<file path="src/rtl/id_sampler_n.sv">
// id_sampler_n
//   Discrete-input sampler. On SAMPLE, one of NSRC source groups (NCH bits each)
//   is either copied into the DM latch or OR-ed into it. The latch can be
//   shifted out serially, LSB first, on SER.
//
// Ports
//   SIM_CLK   in   1          sole clock, rising edge
//   SIM_RST   in   1          asynchronous active-low reset
//   SRC_DATA  in   NSRC*NCH   source groups, group k at [k*NCH +: NCH]
//   SRC_SEL   in   SELW       group index for the current sample
//   SAMPLE    in   1          one-cycle sample strobe
//   ACCUM     in   1          1 = OR into latch, 0 = overwrite
//   CLEAR     in   1          synchronous latch clear (wins over SAMPLE)
//   READ      in   1          one-cycle serial readout request
//   DM        out  NCH        latched discretes
//   DMN       out  NCH        ~DM
//   SER       out  1          serial data, 0 when idle
//   BUSY      out  1          readout in progress
//   VALID     out  1          a sample has been taken since the last CLEAR/reset
//   SELERR    out  1          sticky: a SAMPLE was seen with SRC_SEL >= NSRC
//
// Build option
//   ID_SAMPLER_PARITY_EN  when defined, an odd-parity bit over the loaded data
//                         follows the NCH data bits (frame of NCH+1 bits).
module id_sampler_n #(
  parameter int NCH  = 6,
  parameter int NSRC = 9,
  localparam int SELW = $clog2(NSRC),
  localparam int SNW  = $clog2(NCH + 2)
) (
  input  logic                  SIM_CLK,
  input  logic                  SIM_RST,
  input  logic [NSRC*NCH-1:0]   SRC_DATA,
  input  logic [SELW-1:0]       SRC_SEL,
  input  logic                  SAMPLE,
  input  logic                  ACCUM,
  input  logic                  CLEAR,
  input  logic                  READ,
  output logic [NCH-1:0]        DM,
  output logic [NCH-1:0]        DMN,
  output logic                  SER,
  output logic                  BUSY,
  output logic                  VALID,
  output logic                  SELERR
);

`ifdef ID_SAMPLER_PARITY_EN
  localparam int FW = NCH + 1;
`else
  localparam int FW = NCH;
`endif

  localparam logic [SNW-1:0] FRAME_CNT = SNW'(FW);
  localparam logic [SELW:0]  NSRC_W    = NSRC[SELW:0];

  typedef enum logic {IDLE, SHIFT} state_t;

  // Odd parity: the bit that makes the total count of ones odd.
  function automatic logic odd_par(input logic [NCH-1:0] d);
    return ~^d;
  endfunction

  function automatic logic [FW-1:0] make_frame(input logic [NCH-1:0] d);
`ifdef ID_SAMPLER_PARITY_EN
    return {odd_par(d), d};
`else
    return d;
`endif
  endfunction

  logic [NCH-1:0]  dm_p0, dm_nxt, grp;
  logic            vld_p0, vld_nxt;
  logic            selerr_p0, selerr_nxt;
  logic            sel_ok;
  state_t          state_p0, state_nxt;
  logic [FW-1:0]   sh_p0, sh_nxt;
  logic [SNW-1:0]  cnt_p0, cnt_nxt;

  // Stage 0: group select and latch update
  assign sel_ok = ({1'b0, SRC_SEL} < NSRC_W);

  always_comb begin
    grp = '0;
    for (int k = 0; k < NSRC; k++) begin
      if ({1'b0, SRC_SEL} == k[SELW:0]) grp = SRC_DATA[k*NCH +: NCH];
    end
  end

  always_comb begin
    dm_nxt     = dm_p0;
    vld_nxt    = vld_p0;
    selerr_nxt = selerr_p0;
    if (CLEAR) begin
      dm_nxt     = '0;
      vld_nxt    = 1'b0;
      selerr_nxt = 1'b0;
    end else if (SAMPLE) begin
      if (sel_ok) begin
        dm_nxt  = ACCUM ? (dm_p0 | grp) : grp;
        vld_nxt = 1'b1;
      end else begin
        selerr_nxt = 1'b1;
      end
    end
  end

  // Readout FSM next state; the frame is captured from dm_nxt so a SAMPLE or
  // CLEAR on the same edge as READ is reflected in the serial data.
  always_comb begin
    state_nxt = state_p0;
    sh_nxt    = sh_p0;
    cnt_nxt   = cnt_p0;
    unique case (state_p0)
      IDLE: begin
        if (READ) begin
          state_nxt = SHIFT;
          sh_nxt    = make_frame(dm_nxt);
          cnt_nxt   = FRAME_CNT;
        end
      end
      SHIFT: begin
        sh_nxt  = sh_p0 >> 1;
        cnt_nxt = cnt_p0 - SNW'(1);
        if (cnt_p0 == SNW'(1)) state_nxt = IDLE;
      end
      default: state_nxt = IDLE;
    endcase
  end

  // Stage 1: registers
  always_ff @(posedge SIM_CLK or negedge SIM_RST) begin
    if (!SIM_RST) begin
      dm_p0     <= '0;
      vld_p0    <= 1'b0;
      selerr_p0 <= 1'b0;
      state_p0  <= IDLE;
      sh_p0     <= '0;
      cnt_p0    <= '0;
    end else begin
      dm_p0     <= dm_nxt;
      vld_p0    <= vld_nxt;
      selerr_p0 <= selerr_nxt;
      state_p0  <= state_nxt;
      sh_p0     <= sh_nxt;
      cnt_p0    <= cnt_nxt;
    end
  end

  assign DM     = dm_p0;
  assign DMN    = ~dm_p0;
  assign VALID  = vld_p0;
  assign SELERR = selerr_p0;
  assign BUSY   = (state_p0 == SHIFT);
  assign SER    = (state_p0 == SHIFT) & sh_p0[0];

endmodule
</file>
<file path="config.mk">
export PLATFORM = sky130hd
export DESIGN_NAME = id_sampler_n
export DESIGN_NICKNAME = d
export VERILOG_FILES = /design/src/rtl/id_sampler_n.sv
export SDC_FILE = /design/constraint.sdc
export NUM_CORES = 1
export LEC_CHECK = 0
export CAP_MARGIN = 20
export CORE_MARGIN = 5
export CORE_UTILIZATION = 39
export DETAILED_ROUTE_END_ITERATION = 10
export PLACE_DENSITY = 0.81
export SETUP_SLACK_MARGIN = 0.4
export SLEW_MARGIN = 30
export SYNTH_ARGS = -nofsm -noshare
export SYNTH_HDL_FRONTEND = slang
export SYNTH_SLANG_ARGS = --single-unit
</file>
<file path="constraint.sdc">
create_clock -name SIM_CLK -period 1.5 [get_ports SIM_CLK]
set_clock_uncertainty 0.15 [all_clocks]
set_input_delay 0.15 -clock SIM_CLK [delete_from_list [all_inputs] [get_ports SIM_CLK]]
set_output_delay 0.15 -clock SIM_CLK [all_outputs]
set_load 0.02 [all_outputs]
</file>
=== Word-level counts from Yosys, hierarchy flattened ===
Index checks and enable logic that the tools add are counted.

* Bits in registers: 18
* Input bits: 64
* Logic and storage cells: 54

* $add $sub $neg: 1
* Order comparisons: 1
* Equality and inequality tests: 11
* Multiplexer cells: 26
* Bitwise gates (word level): 4
* Reduce and logical (&&, ||, !) cells: 5

{| class="wikitable"
|+ Operators by type and width
! cell !! count
|-
| 2-to-1 mux 6 bit || 14
|-
| == test 4 x 3 -> 1 bit, second input constant || 4
|-
| one-hot mux 6 bit (2 select lines) || 1
|-
| == test 4 x 2 -> 1 bit, second input constant || 2
|-
| 2-to-1 mux 1 bit || 8
|-
| inverter 6 bit || 1
|-
| OR 6 bit || 1
|-
| one-hot mux 3 bit (2 select lines) || 1
|-
| == test 4 x 1 -> 1 bit, second input constant || 1
|-
| == test 4 bit, second input constant || 1
|-
| zero test 4 bit || 1
|-
| < comparator 4 bit, second input constant || 1
|-
| != test 2 bit, second input constant || 2
|-
| AND reduction 2 bit || 2
|-
| nonzero test 2 bit || 2
|-
| == test 3 x 1 -> 1 bit, second input constant || 1
|-
| 2-to-1 mux 3 bit || 1
|-
| subtractor 3 x 1 -> 3 bit, second input constant || 1
|-
| one-hot mux 1 bit (2 select lines) || 1
|-
| AND 1 bit || 1
|-
| inverter 1 bit || 1
|}

=== Depth between registers and ports, before layout ===
Gate-level depths: netlist of run 1.

* Depth in word-level cells: 17
* Mapped depth: 7

=== Least setup slack after synthesis of run 1 ===
Ideal clock, no wire load.

* Path kind: input to register
* Start: input SRC_SEL[1]
* End: register sh_p0[5]
* Data arrival time: 1.331 ns
* Data required time: 1.221 ns
* Path slack: -0.110 ns
* Stages on the path: 6
* Cell sequence: buf_2 > or4b_4 > o21ai_0 > a31oi_1 > a211oi_2 > o31ai_1

* Word-level cells in the longest chain between the ends: 17
* Elaborated cells between the ends (all ways): 26
* Those cells by class: order compare: 1; eq/ne: 8; mux: 15; bitwise: 1; reduce/logical: 1

{| class="wikitable"
|+ RTL lines
! item !! line !! text
|-
| start, declared || 34 || <nowiki>input logic [SELW-1:0] SRC_SEL,</nowiki>
|-
| zero test 4 bit || 85 || <nowiki>if ({1'b0, SRC_SEL} == k[SELW:0]) grp = SRC_DATA[k*NCH +: NCH];</nowiki>
|-
| 2-to-1 mux 6 bit (9 in a row) || 85 ||
|-
| OR 6 bit || 99 || <nowiki>dm_nxt = ACCUM ? (dm_p0 | grp) : grp;</nowiki>
|-
| 2-to-1 mux 6 bit || 99 ||
|-
| 2-to-1 mux 6 bit (*) || 98 || <nowiki>if (sel_ok) begin</nowiki>
|-
| 2-to-1 mux 6 bit (*) || 97 || <nowiki>end else if (SAMPLE) begin</nowiki>
|-
| 2-to-1 mux 6 bit (*) || 93 || <nowiki>if (CLEAR) begin</nowiki>
|-
| 2-to-1 mux 6 bit (*) || 115 || <nowiki>if (READ) begin</nowiki>
|-
| one-hot mux 6 bit (2 select lines) (*) || 113 || <nowiki>unique case (state_p0)</nowiki>
|-
| end signal, assigned || 144 || <nowiki>sh_p0 <= sh_nxt;</nowiki>
|-
| end, declared || 76 || <nowiki>logic [FW-1:0] sh_p0, sh_nxt;</nowiki>
|}

Mark *: on every way between the ends. The rest lies on a longest branch, timed or not. The select of a mux whose other input is x is not followed.
A chain may end at the register's enable or synchronous reset.

=== Worst setup path after layout of run 1 ===
Ends and elaborated chain as after synthesis.

==> metrics, run 1 <==
cell area after synthesis=1490 um2; Worst Hold Class=in -> async; synth unique cells=39; initial DRC count=85; Final setup viols=1; final hold vios=0; most frequent cells in the layout=clkdlybuf4s50_1 (39), buf_4 (33), buf_6 (25); Slew headroom=between 80 and 90%; failing checks=negative setup slack; Starting Density=40.4%; Mapped Nets=roughly 240; antenna-violating nets left=0; PortBufs=79; Multi-input gate area=1110 um2; grt ovf=0; WL per Instance=roughly 17 um; critical path launch point type=primary input; P&R area growth vs syn=99.8%; PD cells=774 nW/um2; crit path DAT=1.54 ns; Num CTS Buffers=3; crit path kind=in -> reg; area of the die=roughly 5200 um2; total power draw=0.00230 W; via/cell ratio=5.56; Final Worst Setup Slack=-0.0249 ns; Max rail drop VDD=0.000375 V; drc violations=0; Tcrit/Tclk final=102%; DR pass1 iterations=4; Gate Count Post-Synth=between 150 and 200; die width=about 72 um; Avg Cell Area, Syn=8.52 um2; initial antenna violation count=0; die outline height=slightly above 70 um; Clock transition at path regs=about 0.06 ns; number of diodes=0; vias in the first global route=1890; CTS tree=done; Fill cells=244; Pleak=about 1.3 nW; register area share after synthesis=30.2%; DRT Wirelength=5810 um; first-pass GRT wire length=slightly below 9000 um; min cycle time layout=1.52 ns; Core Area=about 3700 um2; Sink Count=18; H-Tree Depth=1; flops & latches, synth=18; pin count of the biggest net entering global routing=19; Slew Limit Fails=0; # IOs=80; critical path required time=1.52 ns; Global Route Usage Sum=around a fifth; RSZ-0062 raised after global routing=yes; Vias=1903; Worst-Margin Slew=between 0.2 and 0.3 ns; share of cells above drive strength 1=a little over two fifths; Worst Path Max Fanout=7; crit end category=flop; storage element area=454 um2; MaxCap Viol Count=0; clk root buf=clkbuf_8; commonest non-fill, non-tap cell in the layout=clkdlybuf4s50_1; GPL Wtd Cong=roughly 0.86; synth warn=0; Hold Slack=approximately 0.07 ns; Final Net Count=between 300 and 400; r2r startpoint=DM[5]; CTS Buffer Depth=2; status=finished with violations; worst skew pair latency=~0.26 ns; Post-DP HPWL=just under 4000 um; row cnt=22; max frequency=0.656 GHz; Critical path origin=SRC_SEL[1]
==> Yosys cell counts <==
cell type,count,area (um2)
nand3b_1,1,7.51
buf_6,3,33.8
nor3b_1,6,45.0
and2b_1,1,7.51
clkbuf_1,3,11.3
ha_1,2,25.0
a22oi_1,2,15.0
nor2b_1,4,25.0
nand2b_1,3,18.8
nand4b_2,1,15.0
nor2_1,14,52.6
and3_1,1,6.26
a221oi_2,1,15.0
xnor2_1,1,8.76
inv_1,13,48.8
o31ai_1,7,52.6
and2_1,2,12.5
a22o_1,4,35.0
o2bb2ai_1,2,17.5
nand2_1,5,18.8
or3_1,1,6.26
nor3_2,2,20.0
a31oi_1,3,18.8
o21ai_0,12,60.1
mux4_2,3,67.6
a211oi_2,1,12.5
a221o_1,1,10.0
nor4b_2,1,15.0
a221oi_1,2,17.5
mux4_1,1,26.3
a21oi_1,23,115
buf_2,6,30.0
or4b_4,1,13.8
mux2_2,3,33.8
o22ai_1,8,50.1
nor3_1,11,55.1
nor2_2,1,6.26
and4b_1,1,10.0
dfrtp_1,18,450
==> critical path: stages <==
cell,delay [ns]
buf_6,0.10
buf_12,0.12
buf_12,0.12
buf_4,0.13
nand4b_2,0.11
buf_4,0.17
nor2_1,0.06
nor3_1,0.29
a211oi_2,0.08
o31ai_1,0.22
==> timing repair <==
| action | in CTS | in global routing |
|---|---|---|
| hold endpoints to repair | 0 | 0 |
| pin swaps | 23 | 10 |
| setup endpoints to repair | 34 | 33 |
| buffers inserted | 14 | 8 |
| hold buffers | 0 | 0 |
| gates resized for setup | 157 | 29 |
| cloned | 2 | 0 |
==> metrics by stage <==
step	std cells	area (um2)	util (%)	TNS, ns	setup WS (ns)
after global placement	314	2520	68.3	-7.18	-0.624
after floorplan	175	1570	-	0	0.00689
after detailed placement	314	2520	68.3	-7.73	-0.678
after global routing	342	2980	80.7	-0.217	-0.107
after CTS	334	2800	75.9	0	0.0560
final	342	2980	80.7	-0.0249	-0.0249
==> power breakdown <==
| part | internal, W | total (W) | switching (W) |
|---|---|---|---|
| Sequential | 0.000591 | 0.000659 | 0.0000677 |
| Clock | 0.000233 | 0.000394 | 0.000160 |
| Combinational | 0.000711 | 0.00125 | 0.000541 |
==> worst paths after layout <==
kind | endpoint | slack [ns] | cells after the start
worst max-delay path | sh_p0[5] | -0.02 | 10
worst min-delay path | cnt_p0[2] | 0.07 | 2
worst max register to register | sh_p0[5] | 0.10 | 3
worst min register to register | sh_p0[0] | 0.35 | 2
max in group asynchronous | DM[4] | 0.93 | 2
min in group SIM_CLK | SELERR | 0.25 | 4
==> flip-flops by register name (all words and copies together), names as in the netlist <==
name	cells
DM	6
cnt_p0	3
sh_p0	6
SELERR	1
VALID	1
BUSY	1
==> area by class of cell <==
| cell class | count | area share (%) |
|---|---|---|
| multi-input cells | 132 | 37.2 |
| inverters | 13 | 1.64 |
| clock buffers | 4 | 1.85 |
| flip-flops and latches | 18 | 15.3 |
| repair buffers | 127 | 42.1 |
| well taps | 48 | 2.02 |
==> per-layer routing <==
metal | GRT usage [%] | vias to the layer above | wire, um
li1 | - | 892 | -
met1 | 22.2 | 880 | 2060
met2 | 40.4 | 105 | 3110
met3 | 2.95 | 26 | 421
met4 | 7.93 | 0 | 214
met5 | 0 | - | 0
==> cell families after synthesis <==
family / share of synthesized area [%]
DFF: 30.2
adders and majority gates: 1.68
buffers and inverters: 8.31
muxes: 8.56
and+or+nand+nor: 22.5
AOI/OAI and AO/OA: 28.1
xor gates and xnor gates: 0.588
Note: power is estimated with default switching activity, not from simulation.
==> run 2, diff against run 1 <==
Settings changed: HOLD_SLACK_MARGIN set to 0.02.
==> results of run 2 <==
No change in the layout: final DEF, timing and power equal those of run 1.
